`config.mk`:
```
export PLATFORM = sky130hd
export DESIGN_NAME = axi4ar_burst_gen
export DESIGN_NICKNAME = d
export VERILOG_FILES = /design/src/rtl/axi4ar_pkg.sv /design/src/rtl/axi4ar_split_calc.sv /design/src/rtl/axi4ar_burst_gen.sv
export SDC_FILE = /design/constraint.sdc
export NUM_CORES = 1
export LEC_CHECK = 0
export ABC_AREA = 1
export BUFFER_PORTS_ARGS = -buffer_cell sky130_fd_sc_hd__buf_4
export CAP_MARGIN = 40
export CORE_ASPECT_RATIO = 0.7
export CORE_MARGIN = 2
export CORE_UTILIZATION = 55
export CTS_CLUSTER_SIZE = 14
export DETAILED_ROUTE_END_ITERATION = 8
export PLACE_DENSITY = 0.9
export REMOVE_ABC_BUFFERS = 1
export SYNTH_ARGS = -nofsm -noshare
export SYNTH_HDL_FRONTEND = slang
export SYNTH_SLANG_ARGS = --single-unit
```
`constraint.sdc`:
```
create_clock -name clk -period 3.4 [get_ports clk]
set_clock_uncertainty 0.1 [all_clocks]
set_input_delay 0.68 -clock clk [delete_from_list [all_inputs] [get_ports clk]]
set_output_delay 0.68 -clock clk [all_outputs]
set_load 0.02 [all_outputs]
```
`src/rtl/axi4ar_pkg.sv`:
```
// ---------------------------------------------------------------------------
// axi4ar_pkg
// Shared definitions for the AXI4 read-address burst generator:
//   AXI_BURST_INCR   - AR burst type INCR
//   AXI_SIZE_4B      - AR size for 32-bit beats
//   AR_CACHE_DEFAULT - AR cache attribute (normal, non-cacheable, bufferable)
//   CREDIT_W         - width of the outstanding-burst credit counter
//   ar_req_t         - one AR request (address, length, id)
//   state_t          - generator FSM states
// ---------------------------------------------------------------------------
package axi4ar_pkg;

  localparam logic [1:0] AXI_BURST_INCR   = 2'b01;
  localparam logic [2:0] AXI_SIZE_4B      = 3'd2;
  localparam logic [3:0] AR_CACHE_DEFAULT = 4'b0011;

  // Enough for up to 15 outstanding bursts.
  localparam int CREDIT_W = 4;

  typedef struct packed {
    logic [31:0] addr;
    logic [7:0]  len;
    logic [1:0]  id;
  } ar_req_t;

  typedef enum logic [1:0] {
    ST_IDLE,
    ST_CALC,
    ST_ISSUE
  } state_t;

endpackage

```
`src/rtl/axi4ar_split_calc.sv`:
```
// ---------------------------------------------------------------------------
// axi4ar_split_calc
// Combinational burst sizing: the number of 32-bit beats of the next burst is
// the smallest of the beats still to fetch, MAX_BEATS, and the beats left
// before the next 4 KB boundary.
// Ports:
//   word_lo   in  10       address bits [11:2] (word index inside the 4 KB page)
//   remaining in  BEATS_W  beats still to fetch (must be non-zero when used)
//   beats     out 9        beats of the next burst (1..256)
//   len       out 8        AXI arlen = beats-1
// ---------------------------------------------------------------------------
module axi4ar_split_calc #(
  parameter int MAX_BEATS = 16,
  parameter int BEATS_W   = 12
) (
  input  logic [9:0]         word_lo,
  input  logic [BEATS_W-1:0] remaining,
  output logic [8:0]         beats,
  output logic [7:0]         len
);

  logic [10:0] to4k;
  logic [8:0]  cap;

  always_comb begin
    // Words left in the current 4 KB page, 1..1024.
    to4k  = 11'd1024 - {1'b0, word_lo};
    // The page limit and MAX_BEATS together are at most 256, so fit 9 bits.
    cap   = (to4k < 11'(MAX_BEATS)) ? 9'(to4k) : 9'(MAX_BEATS);
    beats = (32'(remaining) < 32'(cap)) ? 9'(remaining) : cap;
    len   = 8'(beats - 9'd1);
  end

endmodule

```
`src/rtl/axi4ar_burst_gen.sv`:
```
// ---------------------------------------------------------------------------
// axi4ar_burst_gen
// Splits a word-read request (start address, beat count, id) into legal AXI4
// INCR bursts on the AR channel, bounded by MAX_BEATS and by 4 KB pages, and
// throttled by a credit counter of issued-but-uncompleted bursts.
// Ports:
//   clk, rst                   clock and synchronous active-high reset
//   req_valid/req_ready        request handshake
//   req_addr/req_beats/req_id  request payload (word-aligned byte address)
//   busy                       request in progress or bursts outstanding
//   burst_done                 one pulse per completed burst from the R side
//   ar*                        AXI4 AR channel
//   perf_bursts                AR handshake counter (0 unless enabled)
// Build option: define AXI4AR_PERF_CNT_EN to build the perf_bursts counter.
// ---------------------------------------------------------------------------
module axi4ar_burst_gen
  import axi4ar_pkg::*;
#(
  parameter int MAX_BEATS       = 16,
  parameter int MAX_OUTSTANDING = 4,
  parameter int BEATS_W         = 12
) (
  input  logic               clk,
  input  logic               rst,
  input  logic               req_valid,
  output logic               req_ready,
  input  logic [31:0]        req_addr,
  input  logic [BEATS_W-1:0] req_beats,
  input  logic [1:0]         req_id,
  output logic               busy,
  input  logic               burst_done,
  output logic [1:0]         arid,
  output logic [31:0]        araddr,
  output logic [7:0]         arlen,
  output logic [2:0]         arsize,
  output logic [1:0]         arburst,
  output logic               arlock,
  output logic [3:0]         arcache,
  output logic [2:0]         arprot,
  output logic [3:0]         arqos,
  output logic [3:0]         arregion,
  output logic               arvalid,
  input  logic               arready,
  output logic [31:0]        perf_bursts
);

  state_t               state_reg, state_next;
  logic [31:0]          addr_reg, addr_next;
  logic [BEATS_W-1:0]   rem_reg, rem_next;
  logic [1:0]           id_reg, id_next;
  logic [8:0]           n_reg, n_next;
  ar_req_t              ar_reg, ar_next;
  logic                 arvalid_reg, arvalid_next;
  logic [CREDIT_W-1:0]  credit_reg, credit_next;

  logic [8:0]           calc_beats;
  logic [7:0]           calc_len;
  logic                 ar_hs;
  logic                 done_ok;

  axi4ar_split_calc #(
    .MAX_BEATS (MAX_BEATS),
    .BEATS_W   (BEATS_W)
  ) u_split_calc (
    .word_lo   (addr_reg[11:2]),
    .remaining (rem_reg),
    .beats     (calc_beats),
    .len       (calc_len)
  );

  assign ar_hs   = arvalid_reg && arready;
  // A completion with nothing outstanding is a protocol error and is dropped.
  assign done_ok = burst_done && (credit_reg != '0);

  always_comb begin
    state_next   = state_reg;
    addr_next    = addr_reg;
    rem_next     = rem_reg;
    id_next      = id_reg;
    n_next       = n_reg;
    ar_next      = ar_reg;
    arvalid_next = arvalid_reg;

    case (state_reg)
      ST_IDLE: begin
        if (req_valid) begin
          // Low address bits are forced to zero: misaligned input is ignored.
          addr_next = {req_addr[31:2], 2'b00};
          rem_next  = req_beats;
          id_next   = req_id;
          if (req_beats != '0) begin
            state_next = ST_CALC;
          end
        end
      end

      ST_CALC: begin
        // AR fields are reloaded every stall cycle; the values do not change.
        ar_next = '{addr: addr_reg, len: calc_len, id: id_reg};
        n_next  = calc_beats;
        if (credit_reg < CREDIT_W'(MAX_OUTSTANDING)) begin
          arvalid_next = 1'b1;
          state_next   = ST_ISSUE;
        end
      end

      ST_ISSUE: begin
        if (arready) begin
          arvalid_next = 1'b0;
          addr_next    = addr_reg + (32'(n_reg) << 2);
          rem_next     = rem_reg - BEATS_W'(n_reg);
          state_next   = (rem_reg == BEATS_W'(n_reg)) ? ST_IDLE : ST_CALC;
        end
      end

      default: begin
        state_next   = ST_IDLE;
        arvalid_next = 1'b0;
      end
    endcase

    credit_next = credit_reg;
    if (ar_hs && !done_ok) begin
      credit_next = credit_reg + 1'b1;
    end else if (!ar_hs && done_ok) begin
      credit_next = credit_reg - 1'b1;
    end
  end

  always_ff @(posedge clk) begin
    if (rst) begin
      state_reg   <= ST_IDLE;
      addr_reg    <= '0;
      rem_reg     <= '0;
      id_reg      <= '0;
      n_reg       <= '0;
      ar_reg      <= '0;
      arvalid_reg <= 1'b0;
      credit_reg  <= '0;
    end else begin
      state_reg   <= state_next;
      addr_reg    <= addr_next;
      rem_reg     <= rem_next;
      id_reg      <= id_next;
      n_reg       <= n_next;
      ar_reg      <= ar_next;
      arvalid_reg <= arvalid_next;
      credit_reg  <= credit_next;
    end
  end

  assign req_ready = (state_reg == ST_IDLE) && !rst;
  assign busy      = (state_reg != ST_IDLE) || (credit_reg != '0);

  assign arvalid   = arvalid_reg;
  assign araddr    = ar_reg.addr;
  assign arlen     = ar_reg.len;
  assign arid      = ar_reg.id;
  assign arsize    = AXI_SIZE_4B;
  assign arburst   = AXI_BURST_INCR;
  assign arlock    = 1'b0;
  assign arcache   = AR_CACHE_DEFAULT;
  assign arprot    = 3'b000;
  assign arqos     = 4'd0;
  assign arregion  = 4'd0;

`ifdef AXI4AR_PERF_CNT_EN
  logic [31:0] perf_reg;

  always_ff @(posedge clk) begin
    if (rst) begin
      perf_reg <= '0;
    end else if (ar_hs) begin
      perf_reg <= perf_reg + 32'd1;
    end
  end

  assign perf_bursts = perf_reg;
`else
  assign perf_bursts = '0;
`endif

  // Simulation-only protocol checks.
  always_ff @(posedge clk) begin
    if (!rst) begin
      if (req_valid && req_ready) begin
        assert (req_addr[1:0] == 2'b00);
      end
      if (burst_done) begin
        assert (credit_reg != '0);
      end
    end
  end

endmodule

```
==> results.toml, run 1 <==
[outcome]
status = "complete, no violations"

[layout]
stdcell_count = 1122
post-route-util = 0.658
area_delta_synth_final_pct = 15.7
drive_gt1_frac = 0.181
final_cell_mix = "nand2_1 (132), buf_4 (106), dfxtp_1 (99)"
diodes = 0
nets = 1049
layout_commonest_cell = "nand2_1"

[timing]
layout_setup_ws_ns = 0.0869
finalSetupViolCount = 0
final_max_slew_viol_count = 0
fmax_mhz = 302
tightest_slew_ns = 0.659
finalCritPeriodShare = 0.974
slew_headroom = 0.561
hold_violations = 0
period_minus_slack_ns = 3.31

[worst_setup_path]
crit_path_end_kind = "register"
path_buf_inv = 5
critical_path.slowest_cell = "dfxtp_1"
critical-path-top-delay-family = "simple AND/OR/NAND/NOR gates"
critPathMaxStageDelay_ns = 0.35
arrival_ns = 3.46
cp.required_ns = 3.55
critPathLaunchType = "register"
worst-setup-path-type = "reg2reg"
cp_max_fo = 7
crit_path_frequent_cell = "nand2_2"

[floorplanning]
die_w_um = 132
ios = 149
core_area_mm2 = 0.0111
initial_core_util = 0.569
die_area_mm2 = 0.0124
rows = 32
die-height_um = 93.6

[routing]
initialDrtViolationCount = 546
wirelength_mm = 16.1
firstDrtPassIters = 5
wl_per_cell_um = 14.4
ant_nets = 0
vias_per_cell = 5.38
num_vias = 6032
drc = 0

[placement]
routabilityCongestion = 0.922
hpwl_mm = 11.2
portBuffers = 91
placedCellCount = 1098
dp_slack_ns = -0.0568

[pwr]
vdd_ir_drop_max_mv = 0.314
p_leak_uw = 0.00340
powerDensity_mw_per_mm2 = 536

[flow_run]
cap_viol_max_count = 0

[synthesis]
synthCells = 880
synth-edff-count = 0
synthesis.area_mm2 = 0.00631
synth_area_per_cell_um2 = 7.17
async_reset_ff_frac = 0
ys_seq_area_frac = 0.317
synthDistinctLibCells = 47
synth_ff_type = "dfxtp_1"
synth_top_cell_by_area = "dfxtp_1"
ys_warn_count = 0
yosys.area.top_type_share = 0.317
synth-seq-cells = 100
synth_area_leaders = "dfxtp_1 (32%), nand2_1 (7.9%), o21ai_0 (7.4%), buf_4 (6.7%), ha_1 (6.1%)"

[clock_tree]
clock_latency_ns = 0.35
htree_levels = 3
cts_hold_buf = 0
tritoncts = "yes"
path_clk_slew_ns = 0.07
cts_sinks = 100
cts_buffers = 9
cts-root-buf = "clkbuf_16"
clockBufferDepth = 2

[grt]
grt_usage = 0.259
grt.overflow.total = 0
grt_pass1_wl_mm = 25.9
grt_pass1_vias = 5338
grt_start_max_net_pins = 70
antenna_found_initial = 0

[hold_path]
hold_path_class = "reg2reg"
[area by class of cell]
cell class / count / area (µm²)
repair buffers: 108 / 831
inverters: 85 / 319
clock buffers: 11 / 233
well taps: 153 / 191
fillers: 965 / 3790
clock inverters: 5 / 52.6
flip-flops and latches: 100 / 2000
multi-input cells: 660 / 3670
[report_power, final]
group	total (µW)	leakage, µW	internal (µW)	switching (µW)
logic	1410	0.00244	543	870
registers	1480	0.000824	1330	145
clock network	1020	0.000139	568	455
[path summary, 6_finish.rpt]
check	startpoint	to	slack, ns	cells after the start
max reg2reg	addr_reg[2]	arlen[6]	0.09	26
min	addr_reg[30]	addr_reg[30]	0.36	2
max	addr_reg[2]	arlen[6]	0.09	26
min reg2reg	addr_reg[30]	addr_reg[30]	0.36	2
[per-stage QoR]
step	cell area [µm²]	power (µW)	hold slack, ns	TNS (ns)
finish	7300	3910	0.365	0
global route	7300	4140	0.399	-0.176
CTS	7210	3850	0.367	0
detailed placement	6920	2830	0.356	-0.0977
global placement	6900	2780	0.353	0
floorplan	5950	2410	0.339	-57.90
[timing repair]
item                       in CTS  in global routing
setup buffers                   0                  8
gates resized for setup         3                  8
pin swaps                       0                  4
setup endpoints to repair       3                  4
[worst min-delay path, stage by stage (launching register included)]
cell and delay (ns):
dfxtp_1 0.31, nand2_1 0.06, a21oi_1 0.05
[synth_stat cells, types with 2 or more instances]
cell type / instances
dfxtp_1: 100
and3_1: 2
o21ai_0: 93
xnor2_1: 5
nor2_1: 89
xor2_1: 17
nor3_1: 13
inv_1: 81
buf_4: 56
o221ai_1: 2
a21o_1: 3
conb_1: 2
nand3_2: 3
fa_1: 3
o21ai_2: 4
a31oi_1: 18
buf_6: 2
nand2_1: 132
nand4_1: 2
nor2_4: 4
o211ai_1: 14
nand2_2: 13
ha_1: 31
or2_2: 2
o21bai_1: 8
clkbuf_1: 28
nor4_1: 6
nand3_1: 33
a211oi_1: 8
inv_2: 3
nand3b_1: 4
nor2_2: 4
o21ai_1: 4
buf_2: 3
nand2_4: 4
a21oi_1: 71
buf_1: 3
[kinds of logic (layout without fill, tap and decap cells)]
group	Yosys count	after routing	synth area share
AND/OR/NAND/NOR	315	315	0.230
AO/OA/AOI/OAI	230	230	0.209
buffers and inverters	177	209	0.142
flip-flops	100	100	0.317
adder cells (fa/ha/maj)	34	34	0.0710
XOR/XNOR	22	22	0.0305
other	2	59	0.00119
[layer usage]
metal  track usage  up-vias  part of all wire
li1              -     2984                 -
met1         0.363     2782              0.46
met2         0.408      246              0.44
met3        0.0602       20             0.080
met4        0.0553        0             0.012
met5             0        -                 0
No activity file was read; power rests on OpenSTA's default activity.
==> inputs of run 2 (changes only) <==
--- a/config.mk
+++ b/config.mk
@@ -5,7 +5,6 @@
 export SDC_FILE = /design/constraint.sdc
 export NUM_CORES = 1
 export LEC_CHECK = 0
-export ABC_AREA = 1
 export BUFFER_PORTS_ARGS = -buffer_cell sky130_fd_sc_hd__buf_4
 export CAP_MARGIN = 40
 export CORE_ASPECT_RATIO = 0.7
@@ -13,7 +12,7 @@
 export CORE_UTILIZATION = 55
 export CTS_CLUSTER_SIZE = 14
 export DETAILED_ROUTE_END_ITERATION = 8
-export PLACE_DENSITY = 0.9
+export PLACE_DENSITY = 0.91
 export REMOVE_ABC_BUFFERS = 1
 export SYNTH_ARGS = -nofsm -noshare
 export SYNTH_HDL_FRONTEND = slang
==> results.toml, run 2 <==
[outcome]
status = "finished, violations left"
violations = "negative setup slack"

[synthesis]
async_reset_ff_frac = 0
synth_top_cell_by_area = "dfxtp_1"
synth.most_common_cell = "nand2_1"
synth_area_leaders = "dfxtp_1 (32%), nand2_1 (8.3%), buf_4 (6.7%), a21oi_1 (6.6%), ha_1 (6.2%)"
synthDistinctLibCells = 71
yosys.area.top_type_share = 0.320
synth_area_per_cell_um2 = 7.70
synthesis.area_mm2 = 0.00626
synth-edff-count = 0
synthCells = 813
synth-seq-cells = 100
synth_ff_type = "dfxtp_1"
ys_seq_area_frac = 0.320
ys_warn_count = 0
synthTopCellsByCount = "nand2_1 (139), dfxtp_1 (100), a21oi_1 (83)"

[worst_setup_path]
cp_max_fo = 4
crit_path_end_kind = "register"
arrival_ns = 3.85
timing.rr.start = "addr_reg[3]"
worst-setup-path-type = "reg2reg"
startpoint = "addr_reg[3]"
critPathLaunchType = "register"
cp.required_ns = 3.59

[routing]
firstDrtPassIters = 5
ant_nets = 0
vias_per_cell = 5.82
drc = 0
num_vias = 6219
wl_per_cell_um = 16.5
wirelength_mm = 17.6
initialDrtViolationCount = 744

[pwr]
powerDensity_mw_per_mm2 = 610
power.internal_uw = 2750
power_uw = 4590
p_leak_uw = 0.00318
pwr-share-clk = 0.240
swShare = 0.400
p_sw_uw = 1840
combPwrFrac = 0.425
vdd_ir_drop_max_mv = 0.314
pwr-share-seq = 0.334

[grt]
grt_usage = 0.284
grt_start_max_net_pins = 103
grt_pass1_wl_mm = 28.1
antenna_found_initial = 0
grt.overflow.total = 0
grt_pass1_vias = 5575

[layout]
nFillCells = 857
diodes = 0
multi_input_comb_area_mm2 = 0.00388
final_cell_mix = "nand2_1 (137), buf_4 (130), dfxtp_1 (98)"
area_delta_synth_final_pct = 20.1
drive_gt1_frac = 0.213
nets = 996
seq_area_mm2 = 0.00200
stdcell_count = 1069
layout_commonest_cell = "nand2_1"

[clock_tree]
clock_latency_ns = 0.36
cts_sinks = 100
clockBufferDepth = 2
path_clk_slew_ns = 0.07
cts-root-buf = "clkbuf_16"
tritoncts = "yes"
htree_levels = 3
cts_hold_buf = 0
cts_buffers = 9

[placement]
portBuffers = 91
placedCellCount = 1048
routabilityCongestion = 0.973
hpwl_mm = 12.1

[timing]
slew_headroom = 0.451
period_minus_slack_ns = 3.65
finalCritPeriodShare = 1.07
tightest_slew_ns = 0.823
fmax_mhz = 274
layout_setup_ws_ns = -0.254
rsz0062_at_grt = "yes"
hold_violations = 0
finalSetupViolCount = 3
final_max_slew_viol_count = 0

[floorplanning]
initial_core_util = 0.566
die_w_um = 131
rows = 32
core_area_mm2 = 0.0111
die_area_mm2 = 0.0123
ios = 149
die-height_um = 93.2

[hold_path]
hold_start = "araddr[25]"
hold_path_class = "reg2reg"

[flow_run]
cap_viol_max_count = 0
-- run 2: cell types whose count changed in the layout (fill, tap and decap cells not counted), sizes merged, moves of 11 or more --
cell / delta
nand3: -22
xor2: -13
nor2: -29
a211oi: +17
buf: +25
inv: -60
o211ai: -13
xnor2: +12
a21oi: +11
o21ai: -70
-- run 2: area by class of cell --
class | count | area share
Clock buffer | 9 | 0.0300
Clock inverter | 7 | 0.0123
Inverter | 22 | 0.0110
Multi-Input combinational cell | 645 | 0.517
Sequential cell | 100 | 0.267
Tap cell | 153 | 0.0255
Timing Repair Buffer | 133 | 0.138
-- run 2: power by group through the flow --
stage / sequential, µW / clock, µW / combinational, µW
after floorplan: 1570 / 0 / 1160
after global placement: 1540 / 0 / 1740
final: 1530 / 1100 / 1950
after detailed placement: 1540 / 0 / 1800
after CTS: 1520 / 1100 / 1860
after global routing: 1560 / 1160 / 2120
-- run 2: routing by layer --
metal	up-vias	routed length [µm]	global-route usage
met2	364	7930	0.451
li1	2948	-	-
met4	0	310	0.0815
met1	2875	7590	0.378
met5	-	0	0
met3	32	1790	0.0835
-- run 2: per-stage QoR --
step / setup TNS [ns] / cell area, µm² / hold slack [ns] / setup WS (ns) / utilization
2_1_floorplan: -1.41 / 5840 / 0.326 / -0.581 / -
3_3_place_gp: -0.426 / 7020 / 0.341 / -0.227 / 0.635
3_5_place_dp: -0.770 / 7040 / 0.347 / -0.351 / 0.637
4_1_cts: -0.225 / 7450 / 0.356 / -0.135 / 0.674
5_1_grt: -0.930 / 7520 / 0.373 / -0.410 / 0.680
6_report: -0.490 / 7520 / 0.356 / -0.254 / 0.680
-- run 2: cell families (layout without fill, tap and decap cells) --
group           Yosys count  count (layout)  share of synthesized area
fa+ha+maj                34              34                     0.0716
mux                      10              10                     0.0178
compound gates          210             210                      0.217
buf+inv                 125             171                      0.114
xor+xnor                 21              21                     0.0294
simple gates            311             311                      0.230
flops                   100             100                      0.320
other cells               2              59                    0.00120
-- run 2: worst paths after layout --
kind              cells after the start  slack (ns)          to
hold reg to reg                       2        0.36  araddr[25]
setup reg to reg                     21       -0.25    arlen[4]
setup / recovery                     21       -0.25    arlen[4]
hold / removal                        2        0.36  araddr[25]
-- run 2: critical path, stage by stage (launching register included) --
cell and delay [ns]:
dfxtp_2 0.33, inv_2 0.07, ha_4 0.14, nor3b_4 0.22, mux2i_2 0.11, nand2_1 0.11, inv_2 0.07, buf_4 0.13
buf_4 0.12, ha_1 0.18, a21o_1 0.20, a211oi_2 0.23, o21ai_1 0.14, a31oi_4 0.23, nor2_2 0.08, a21oi_2 0.19
ha_4 0.18, nand2_2 0.08, nor3_4 0.21, a211oi_2 0.07, a211o_1 0.28, a21oi_2 0.11
-- run 2: timing repair --
action                     4_1_cts  5_1_grt
pin swaps                       12        6
resized for setup               18        9
setup endpoints to repair        3        4
buffers inserted                 2        3
